File: config.mk
export PLATFORM = sky130hd
export DESIGN_NAME = wishbone_nn_master
export DESIGN_NICKNAME = d
export VERILOG_FILES = /design/src/rtl/wishbone_nn_pkg.sv /design/src/rtl/wb_timeout_ctr.sv /design/src/rtl/wishbone_nn_master.sv
export SDC_FILE = /design/constraint.sdc
export NUM_CORES = 1
export LEC_CHECK = 0
export CELL_PAD_IN_SITES_DETAIL_PLACEMENT = 1
export CELL_PAD_IN_SITES_GLOBAL_PLACEMENT = 1
export CORE_ASPECT_RATIO = 0.6
export CORE_MARGIN = 2
export CORE_UTILIZATION = 35
export CTS_BUF_LIST = sky130_fd_sc_hd__clkbuf_2
export DETAILED_ROUTE_END_ITERATION = 7
export GPL_TIMING_DRIVEN = 0
export HOLD_SLACK_MARGIN = 0.12
export PLACE_DENSITY = 0.9
export SYNTH_ARGS = -nofsm -noshare
export SYNTH_HDL_FRONTEND = slang
export SYNTH_HIERARCHICAL = 1
export SYNTH_SLANG_ARGS = --single-unit
File: constraint.sdc
create_clock -name wb_clk_i -period 10.9 [get_ports wb_clk_i]
set_input_delay 3.27 -clock wb_clk_i [delete_from_list [all_inputs] [get_ports wb_clk_i]]
set_output_delay 3.27 -clock wb_clk_i [all_outputs]
set_load 0.05 [all_outputs]
File: src/rtl/wishbone_nn_pkg.sv
// Shared definitions for the Wishbone side of the NN block.
//   wb_state_e  : initiator FSM states
//   WB_ADR_W    : default bus address width
//   WB_DAT_W    : default bus data width
//   NN_BASE_ADR : base byte address of the NN slave register window
package wishbone_nn_pkg;

    localparam int unsigned WB_ADR_W    = 32;
    localparam int unsigned WB_DAT_W    = 32;
    localparam logic [31:0] NN_BASE_ADR = 32'h3000_0000;

    typedef enum logic [1:0] {
        IDLE = 2'd0,
        BUS  = 2'd1,
        RESP = 2'd2
    } wb_state_e;

endpackage

File: src/rtl/wb_timeout_ctr.sv
// Saturating cycle counter used to bound how long a bus cycle may wait for ACK.
//   clk    : clock, rising edge
//   rst    : asynchronous active-high reset (count -> 0)
//   clear  : synchronous clear to 0, takes priority over enable
//   enable : increment by one (stops at TIMEOUT, never wraps)
//   hit    : high while count == TIMEOUT-1
module wb_timeout_ctr #(
    parameter int unsigned TIMEOUT = 255
) (
    input  logic clk,
    input  logic rst,
    input  logic clear,
    input  logic enable,
    output logic hit
);

    localparam int unsigned CNT_W = $clog2(TIMEOUT + 1);
    localparam logic [CNT_W-1:0] CNT_LAST = CNT_W'(TIMEOUT - 1);
    localparam logic [CNT_W-1:0] CNT_MAX  = CNT_W'(TIMEOUT);

    logic [CNT_W-1:0] count;

    always_ff @(posedge clk or posedge rst) begin
        if (rst) begin
            count <= '0;
        end else if (clear) begin
            count <= '0;
        end else if (enable && (count != CNT_MAX)) begin
            count <= count + CNT_W'(1);
        end
    end

    assign hit = (count == CNT_LAST);

endmodule

File: src/rtl/wishbone_nn_master.sv
// Wishbone classic single-transfer initiator.
// Takes one command on a valid/ready port, runs one CYC/STB cycle, waits for ACK
// (bounded by TIMEOUT cycles) and returns read data or an error on a valid/ready
// response port. Every output comes straight from a flop.
//   wb_clk_i, wb_rst_i          : clock, async active-high reset
//   cmd_valid_i/cmd_ready_o     : command handshake
//   cmd_we_i/adr/dat/sel        : command fields
//   rsp_valid_o/rsp_ready_i     : response handshake
//   rsp_dat_o, rsp_err_o        : read data (0 for writes/errors), timeout flag
//   wbm_*                       : Wishbone master port
module wishbone_nn_master
    import wishbone_nn_pkg::*;
#(
    parameter int unsigned ADR_W   = WB_ADR_W,
    parameter int unsigned DAT_W   = WB_DAT_W,
    parameter int unsigned TIMEOUT = 255
) (
    input  logic               wb_clk_i,
    input  logic               wb_rst_i,
    input  logic               cmd_valid_i,
    output logic               cmd_ready_o,
    input  logic               cmd_we_i,
    input  logic [ADR_W-1:0]   cmd_adr_i,
    input  logic [DAT_W-1:0]   cmd_dat_i,
    input  logic [DAT_W/8-1:0] cmd_sel_i,
    output logic               rsp_valid_o,
    input  logic               rsp_ready_i,
    output logic [DAT_W-1:0]   rsp_dat_o,
    output logic               rsp_err_o,
    output logic               wbm_cyc_o,
    output logic               wbm_stb_o,
    output logic               wbm_we_o,
    output logic [ADR_W-1:0]   wbm_adr_o,
    output logic [DAT_W-1:0]   wbm_dat_o,
    output logic [DAT_W/8-1:0] wbm_sel_o,
    input  logic [DAT_W-1:0]   wbm_dat_i,
    input  logic               wbm_ack_i
);

    localparam int unsigned SEL_W = DAT_W / 8;

    wb_state_e        state_q, state_d;
    logic             cyc_q, cyc_d;
    logic             we_q, we_d;
    logic [ADR_W-1:0] adr_q, adr_d;
    logic [DAT_W-1:0] dat_q, dat_d;
    logic [SEL_W-1:0] sel_q, sel_d;
    logic             cmd_ready_q, cmd_ready_d;
    logic             rsp_valid_q, rsp_valid_d;
    logic [DAT_W-1:0] rsp_dat_q, rsp_dat_d;
    logic             rsp_err_q, rsp_err_d;

    logic ctr_clear;
    logic ctr_enable;
    logic ctr_hit;

    wb_timeout_ctr #(
        .TIMEOUT (TIMEOUT)
    ) u_timeout_ctr (
        .clk    (wb_clk_i),
        .rst    (wb_rst_i),
        .clear  (ctr_clear),
        .enable (ctr_enable),
        .hit    (ctr_hit)
    );

    always_ff @(posedge wb_clk_i or posedge wb_rst_i) begin
        if (wb_rst_i) begin
            state_q     <= IDLE;
            cyc_q       <= 1'b0;
            we_q        <= 1'b0;
            adr_q       <= '0;
            dat_q       <= '0;
            sel_q       <= '0;
            cmd_ready_q <= 1'b0;
            rsp_valid_q <= 1'b0;
            rsp_dat_q   <= '0;
            rsp_err_q   <= 1'b0;
        end else begin
            state_q     <= state_d;
            cyc_q       <= cyc_d;
            we_q        <= we_d;
            adr_q       <= adr_d;
            dat_q       <= dat_d;
            sel_q       <= sel_d;
            cmd_ready_q <= cmd_ready_d;
            rsp_valid_q <= rsp_valid_d;
            rsp_dat_q   <= rsp_dat_d;
            rsp_err_q   <= rsp_err_d;
        end
    end

    always_comb begin
        state_d     = state_q;
        cyc_d       = cyc_q;
        we_d        = we_q;
        adr_d       = adr_q;
        dat_d       = dat_q;
        sel_d       = sel_q;
        rsp_valid_d = rsp_valid_q;
        rsp_dat_d   = rsp_dat_q;
        rsp_err_d   = rsp_err_q;
        ctr_clear   = 1'b0;
        ctr_enable  = 1'b0;

        unique case (state_q)
            IDLE: begin
                // cmd_ready_q is low for the first cycle after reset, so gate on it
                if (cmd_valid_i && cmd_ready_q) begin
                    we_d      = cmd_we_i;
                    adr_d     = cmd_adr_i;
                    dat_d     = cmd_dat_i;
                    sel_d     = cmd_sel_i;
                    cyc_d     = 1'b1;
                    ctr_clear = 1'b1;
                    state_d   = BUS;
                end
            end
            BUS: begin
                // ACK has priority over a simultaneous timeout
                if (wbm_ack_i) begin
                    cyc_d       = 1'b0;
                    rsp_dat_d   = we_q ? '0 : wbm_dat_i;
                    rsp_err_d   = 1'b0;
                    rsp_valid_d = 1'b1;
                    state_d     = RESP;
                end else if (ctr_hit) begin
                    cyc_d       = 1'b0;
                    rsp_dat_d   = '0;
                    rsp_err_d   = 1'b1;
                    rsp_valid_d = 1'b1;
                    state_d     = RESP;
                end else begin
                    ctr_enable = 1'b1;
                end
            end
            RESP: begin
                if (rsp_ready_i) begin
                    rsp_valid_d = 1'b0;
                    state_d     = IDLE;
                end
            end
            default: begin
                state_d = IDLE;
            end
        endcase

        cmd_ready_d = (state_d == IDLE);
    end

    assign cmd_ready_o = cmd_ready_q;
    assign rsp_valid_o = rsp_valid_q;
    assign rsp_dat_o   = rsp_dat_q;
    assign rsp_err_o   = rsp_err_q;
    assign wbm_cyc_o   = cyc_q;
    assign wbm_stb_o   = cyc_q;
    assign wbm_we_o    = we_q;
    assign wbm_adr_o   = adr_q;
    assign wbm_dat_o   = dat_q;
    assign wbm_sel_o   = sel_q;

endmodule

==> impl_results.md, run 1 <==
* Number of global-route vias before repair at 4249
* Endpoint class of the critical path: output port
* # rows at 32
* Vias at 3829
* CTS Buf Count at 17
* Final TNS setup at 0 ns
* DIE HEIGHT at 93.4 µm
* Flop2flop setup slack at 8.16 ns
* Routed Antenna Nets at 0
* R2R Path Start: u_timeout_ctr/count[5]$_DFFE_PP0P_
* Post-synth ARST share at 1.00
* Outcome: finished clean
* Share of cells above drive strength 1 at 0.185
* Slew margin rel. at 0.320
* Hold Crit Depth at 1
* Top cell type's share of synthesized area at 0.617
* Post-DP Area at 7020 µm²
* Clk slew on worst S/H paths at 0.18 ns
* First-pass GRT wire length at 23200 µm
* Worst hold slack at 0.529 ns
* Final nets at 707
* Place WS at 5.30 ns
* Post-Syn Area at 4660 µm²
* Fin. Hold Viols at 0
* # H-tree levels at 4
* Grt ovf at 0
* Hpwl dp at 11500 µm
* CTS Sinks at 115
* Pre-antenna DRT Iters at 5
* Final period util at 0.477
* Startpoint Class: flip-flop
* Number of setup buffers added after CTS at 0
* Crit path DAT at 1.93 ns
* Main synth FF type: dfrtp_1
* First-iteration detailed-routing DRC count at 148
* Worst min-delay path endpoint: wbm_adr_o[16]$_DFFE_PP0P_
* Area growth syn-to-layout at 55.9%
* Avg Cell Area, Syn at 12.7 µm²
* CP max FO at 3
* Die Width at 153 µm
* Clock skew at 0.0327 ns
* Register area at 2880 µm²
* Starting density of the core at 0.361
* Kind of critical path: reg2out
* CTS Buffer Depth at 2
* RSZ-0062 raised after global routing: false
* Routed wire length at 14900 µm
* Yosys warns at 6
* Seq/Total Area, Yosys at 0.617
* Setup violators final at 0
* Pwr per Cell Area at 331 nW/µm²
* Mapped Nets at 476
* Worst skew pair latency at 0.62 ns
* # DRC at 0
* Syn Inst Count at 368
* Post-route setup slack at 5.70 ns
* Most frequent cells in the layout: clkdlybuf4s50_1, dfrtp_1, o21ai_0
* Worst slew pin tran at 1.01 ns
* Die area at 14300 µm²
* Crit path launch: wbm_cyc_o$_DFFE_PP0P_
* Multi-input gate area at 1600 µm²
* Final Cell Area at 7270 µm²
* Most common cell after layout, fill and taps aside: clkdlybuf4s50_1
* Required @ worst endpoint at 7.63 ns
* TritonCTS clock tree: built
* Slew Viols, Final at 0
* Reg2Reg Depth at 7
* Top cells by area, synth: dfrtp_1, mux2_2, o21ai_0
* Largest net degree at the start of global routing at 68
* RR Endpoint: u_timeout_ctr/count[0]$_DFFE_PP0P_
* Final GP Congestion at 0.801
* Fmax at 192 MHz
* Hold Path Class: reg2reg
* Area of the core at 12900 µm²
* Via-to-Cell Ratio at 4.90
* Buffers on Ports at 211
* Post-synth EDFFs at 0
* Peak VDD IR at 0.186 mV
* Post-layout min period at 5.20 ns
* Layout fillers at 1362
* Max Cap Violations at 0
* Hold path start: wbm_adr_o[16]$_DFFE_PP0P_
* Cts hold-fix bufs at 0
* Number of I/O pins at 212
* Root Buffer Master: clkbuf_2
* Netlist cell types at 34
* GR Util All Layers at 0.212
* Initial antenna violation count at 0
* Number of gates resized after cts at 0
* Leak at 0.00298 µW
* Wire length per cell at 19.0 µm
* Count of state elements after synthesis at 115
* Post-synth top area cell: dfrtp_1
## through the flow
step	instances	power (µW)	utilization
after floorplan	368	1610	-
after global placement	749	2080	0.540
after detailed placement	750	2140	0.543
after CTS	781	2430	0.562
after global routing	781	2520	0.562
final	782	2410	0.562
## state kept, by name, summed over array words and instances, names as in the netlist
name and cells:
rsp_dat_o 32, wbm_adr_o 32, wbm_sel_o 4, rsp_err_o 1, wbm_dat_o 32, cmd_ready_o 1, u_timeout_ctr/count 8, wbm_we_o 1
state_q 2, wbm_cyc_o 1, rsp_valid_o 1
## cell usage after synthesis, types with 2 or more instances
| cell type | count |
|---|---|
| ha_1 | 2 |
| buf_4 | 2 |
| inv_1 | 8 |
| nor2b_1 | 4 |
| mux2_2 | 63 |
| nand2b_1 | 2 |
| nand2_1 | 36 |
| nor3_1 | 3 |
| mux2_4 | 2 |
| mux2_1 | 7 |
| nand3_1 | 2 |
| clkbuf_1 | 13 |
| and3_1 | 3 |
| buf_6 | 7 |
| a21oi_1 | 4 |
| dfrtp_1 | 115 |
| a211oi_1 | 3 |
| nor4_1 | 2 |
| nand4_1 | 2 |
| nor2_1 | 8 |
| o21ai_0 | 67 |
## critical path, stage by stage, from the launching register on
cell	delay, ns
dfrtp_1	0.41
buf_4	0.11
clkdlybuf4s50_1	0.79
## cell families (layout without fill, tap and decap cells)
kind of cell             count (synthesis)  count (layout)  share of synthesized area
flip-flops                             115             115                      0.617
AO/OA/AOI/OAI                           81              81                     0.0960
multiplexers                            72              72                      0.175
AND/OR/NAND/NOR                         66              66                     0.0671
buffers and inverters                   32             275                     0.0392
adder cells (fa/ha/maj)                  2               2                    0.00536
other                                    0               1                          0
## worst max-delay path by stage
stage | slack, ns | endpoint | depth (start not counted)
2_1_floorplan | 4.81 | cmd_ready_o$_DFF_PP0_ | 1
3_3_place_gp | 3.31 | wbm_dat_o[18]$_DFFE_PP0P_ | 2
3_5_place_dp | 5.30 | u_timeout_ctr/count[5]$_DFFE_PP0P_ | 7
4_1_cts | 5.63 | wbm_stb_o | 2
5_1_grt | 5.57 | wbm_stb_o | 2
6_report | 5.70 | wbm_stb_o | 2
## power breakdown
part           leakage (µW)  switching, µW  internal, µW  total [µW]
registers           0.00142            108           604         712
clock network      0.000136            165           125         290
logic               0.00142            896           508        1400
total               0.00298           1170          1240        2410
## final cells by class
class | instances | area share
Buffer | 24 | 0.0210
Clock inverter | 14 | 0.0225
Antenna cell | 1 | 0.000344
Timing Repair Buffer | 212 | 0.294
Clock buffer | 17 | 0.0117
Multi-Input combinational cell | 221 | 0.221
Tap cell | 170 | 0.0293
Inverter | 8 | 0.00447
Sequential cell | 115 | 0.396
## routing by layer
metal	vias to the layer above	part of all wire	wire [µm]	global-route usage
met5	-	0	0	0
met4	0	0.013	186	0.0671
met3	14	0.069	1020	0.0593
met2	137	0.50	7480	0.372
met1	1934	0.42	6180	0.256
li1	1744	-	-	-
(Power assumes the default switching activity.)
==> run 2, diff against run 1 <==
Settings changed: CORE_UTILIZATION 35 to 33, PLACE_DENSITY 0.9 to 0.86.
Clock period 10.9 ns to 4.8 ns, I/O delays scaled along.
==> impl_results.md, run 2 (synthesis results as in run 1) <==
* CP Cell Sequence: buf_4, clkdlybuf4s50_1
* CP max stage cell: clkdlybuf4s50_1
* Area growth syn-to-layout at 55.7%
* Final TNS setup at 0 ns (unchanged)
* Die Width at 157 µm (+2.9%)
* Outcome: finished clean
* Routed wire length at 14900 µm (+0.47%)
* RSZ-0062 raised after global routing: false
* TritonCTS clock tree: built
* Required @ worst endpoint at 3.36 ns (-4.27 ns)
* Clk slew on worst S/H paths at 0.19 ns (about the same)
* CP top delay family: buffers and inverters
* Fmax at 298 MHz
* Final GP Congestion at 0.751 (-6.3%)
* Clock skew at 0.0401 ns (+0.00730 ns)
* Grt ovf at 0 (unchanged)
* GR Util All Layers at 0.201 (-0.0109)
* Post-layout min period at 3.36 ns
* Worst hold slack at 0.521 ns (-0.00849 ns)
* Pre-antenna DRT Iters at 4 (-1)
* # DRC at 0 (unchanged)
* Global routing usage on met3 at 0.0720 (+0.0127)
* Largest net degree at the start of global routing at 69 (+1.5%)
* GR Layer Usage met1 at 0.237 (-0.0194)
* Setup violators final at 0 (unchanged)
* Buffers on Ports at 211 (unchanged)
* Pwr per Cell Area at 744 nW/µm² (+120%)
* Crit path DAT at 1.92 ns (about the same)
* CP max stage delay at 0.78 ns (about the same)
* Number of I/O pins at 212 (unchanged)
* Max Cap Violations at 0 (unchanged)
* CTS Buf Count at 17 (unchanged)
* Cts hold-fix bufs at 0 (unchanged)
* Place WS at 0.915 ns (-4.38 ns)
* Fin. Hold Viols at 0 (unchanged)
* Worst skew pair latency at 0.62 ns (about the same)
* Initial antenna violation count at 0 (unchanged)
* Hold Path Class: reg2reg
* Hpwl dp at 11400 µm (-1.2%)
* CTS Buffer Depth at 2 (unchanged)
* Via-to-Cell Ratio at 4.68 (-4.3%)
* Share of cells above drive strength 1 at 0.187 (+0.00164)
* Most frequent cells in the layout: clkdlybuf4s50_1, dfrtp_1, o21ai_0
* CP bufs+invs at 2 (unchanged)
* Startpoint Class: flip-flop
* First-pass GRT wire length at 22900 µm (-1.3%)
* First-iteration detailed-routing DRC count at 178 (+20%)
* # H-tree levels at 4 (unchanged)
* Pwr Total at 5400 µW (+120%)
* Final nets at 707 (unchanged)
* Post-route setup slack at 1.44 ns (-4.26 ns)
* Wire length per cell at 18.6 µm (-2.2%)
* Final period util at 0.700
* Top Usage Layer GRT: met2
* Area of the core at 13700 µm² (+6.3%)
* Root Buffer Master: clkbuf_2
* GR Layer Usage met2 at 0.350 (-0.0216)
* CP max FO at 3 (unchanged)
* ANT cells at 0 (-1)
* DIE HEIGHT at 96.1 µm (+2.9%)
* Slew Viols, Final at 0 (unchanged)
* Fin util at 0.528 (-0.0341)
* Leak at 0.00299 µW (+0.12%)
* Starting density of the core at 0.339 (-0.0214)
* Kind of critical path: reg2out
* # rows at 33 (+3.1%)
* Endpoint class of the critical path: output port
* Number of global-route vias before repair at 4245 (-0.094%)
* Slew margin rel. at 0.362 (+0.0421)
* Worst slew pin tran at 0.950 ns (-0.0626 ns)
* CTS Sinks at 115 (unchanged)
* Die area at 15100 µm² (+5.8%)
* Number of setup buffers added after CTS at 0 (unchanged)
* Most common cell after layout, fill and taps aside: clkdlybuf4s50_1
* Peak VDD IR at 0.486 mV (+160%)
* Number of gates resized after cts at 0 (unchanged)
* Layout fillers at 1455 (+6.8%)
* Routed Antenna Nets at 0 (unchanged)
* Vias at 3761 (-1.8%)
[run 2: changes by cell type in the layout (fill, tap and decap cells not counted), sizes merged]
cell	previous run	this run
diode	1	0
bufinv	3	2
clkinvlp	5	2
clkbuf	31	34
clkinv	5	7
inv	9	8
[run 2: layout make-up]
type,count,area [µm²],area share
well taps,192,240,0.0331
clock inverters,11,114,0.0157
plain buffers,24,153,0.0210
multi-input cells,221,1600,0.221
inverters,8,32.5,0.00448
repair buffers,212,2140,0.295
clock buffers,20,100,0.0138
flip-flops and latches,115,2880,0.396
[run 2: layer usage]
| metal | share of wire | vias to the layer above | wire length (µm) |
|---|---|---|---|
| met5 | 0 | - | 0 |
| met4 | 0.0064 | 0 | 95 |
| met3 | 0.082 | 7 | 1230 |
| met2 | 0.50 | 134 | 7420 |
| met1 | 0.41 | 1875 | 6200 |
| li1 | - | 1745 | - |
[run 2: worst paths after layout]
check,end,depth (start not counted),startpoint,slack [ns]
setup / recovery,wbm_stb_o,2,wbm_cyc_o$_DFFE_PP0P_,1.44
hold / removal,wbm_adr_o[19]$_DFFE_PP0P_,1,wbm_adr_o[19]$_DFFE_PP0P_,0.52
setup reg to reg,u_timeout_ctr/count[0]$_DFFE_PP0P_,7,u_timeout_ctr/count[5]$_DFFE_PP0P_,2.11
hold reg to reg,wbm_adr_o[19]$_DFFE_PP0P_,1,wbm_adr_o[19]$_DFFE_PP0P_,0.52
max in group asynchronous,rsp_dat_o[12]$_DFFE_PP0P_,3,wb_rst_i,2.85
min in group asynchronous,u_timeout_ctr/count[5]$_DFFE_PP0P_,2,wb_rst_i,1.13
[run 2: where the power goes]
group	internal [µW]	leakage [µW]	switching (µW)
clock	236	0.000139	367
sequential	1370	0.00142	245
combinational	1150	0.00142	2030
[run 2: through the flow]
| step | instance area, µm² | std cells |
|---|---|---|
| after detailed placement | 7050 | 772 |
| after global routing | 7260 | 803 |
| after CTS | 7260 | 803 |
| after global placement | 7020 | 771 |
| final | 7260 | 803 |
| after floorplan | 4660 | 368 |
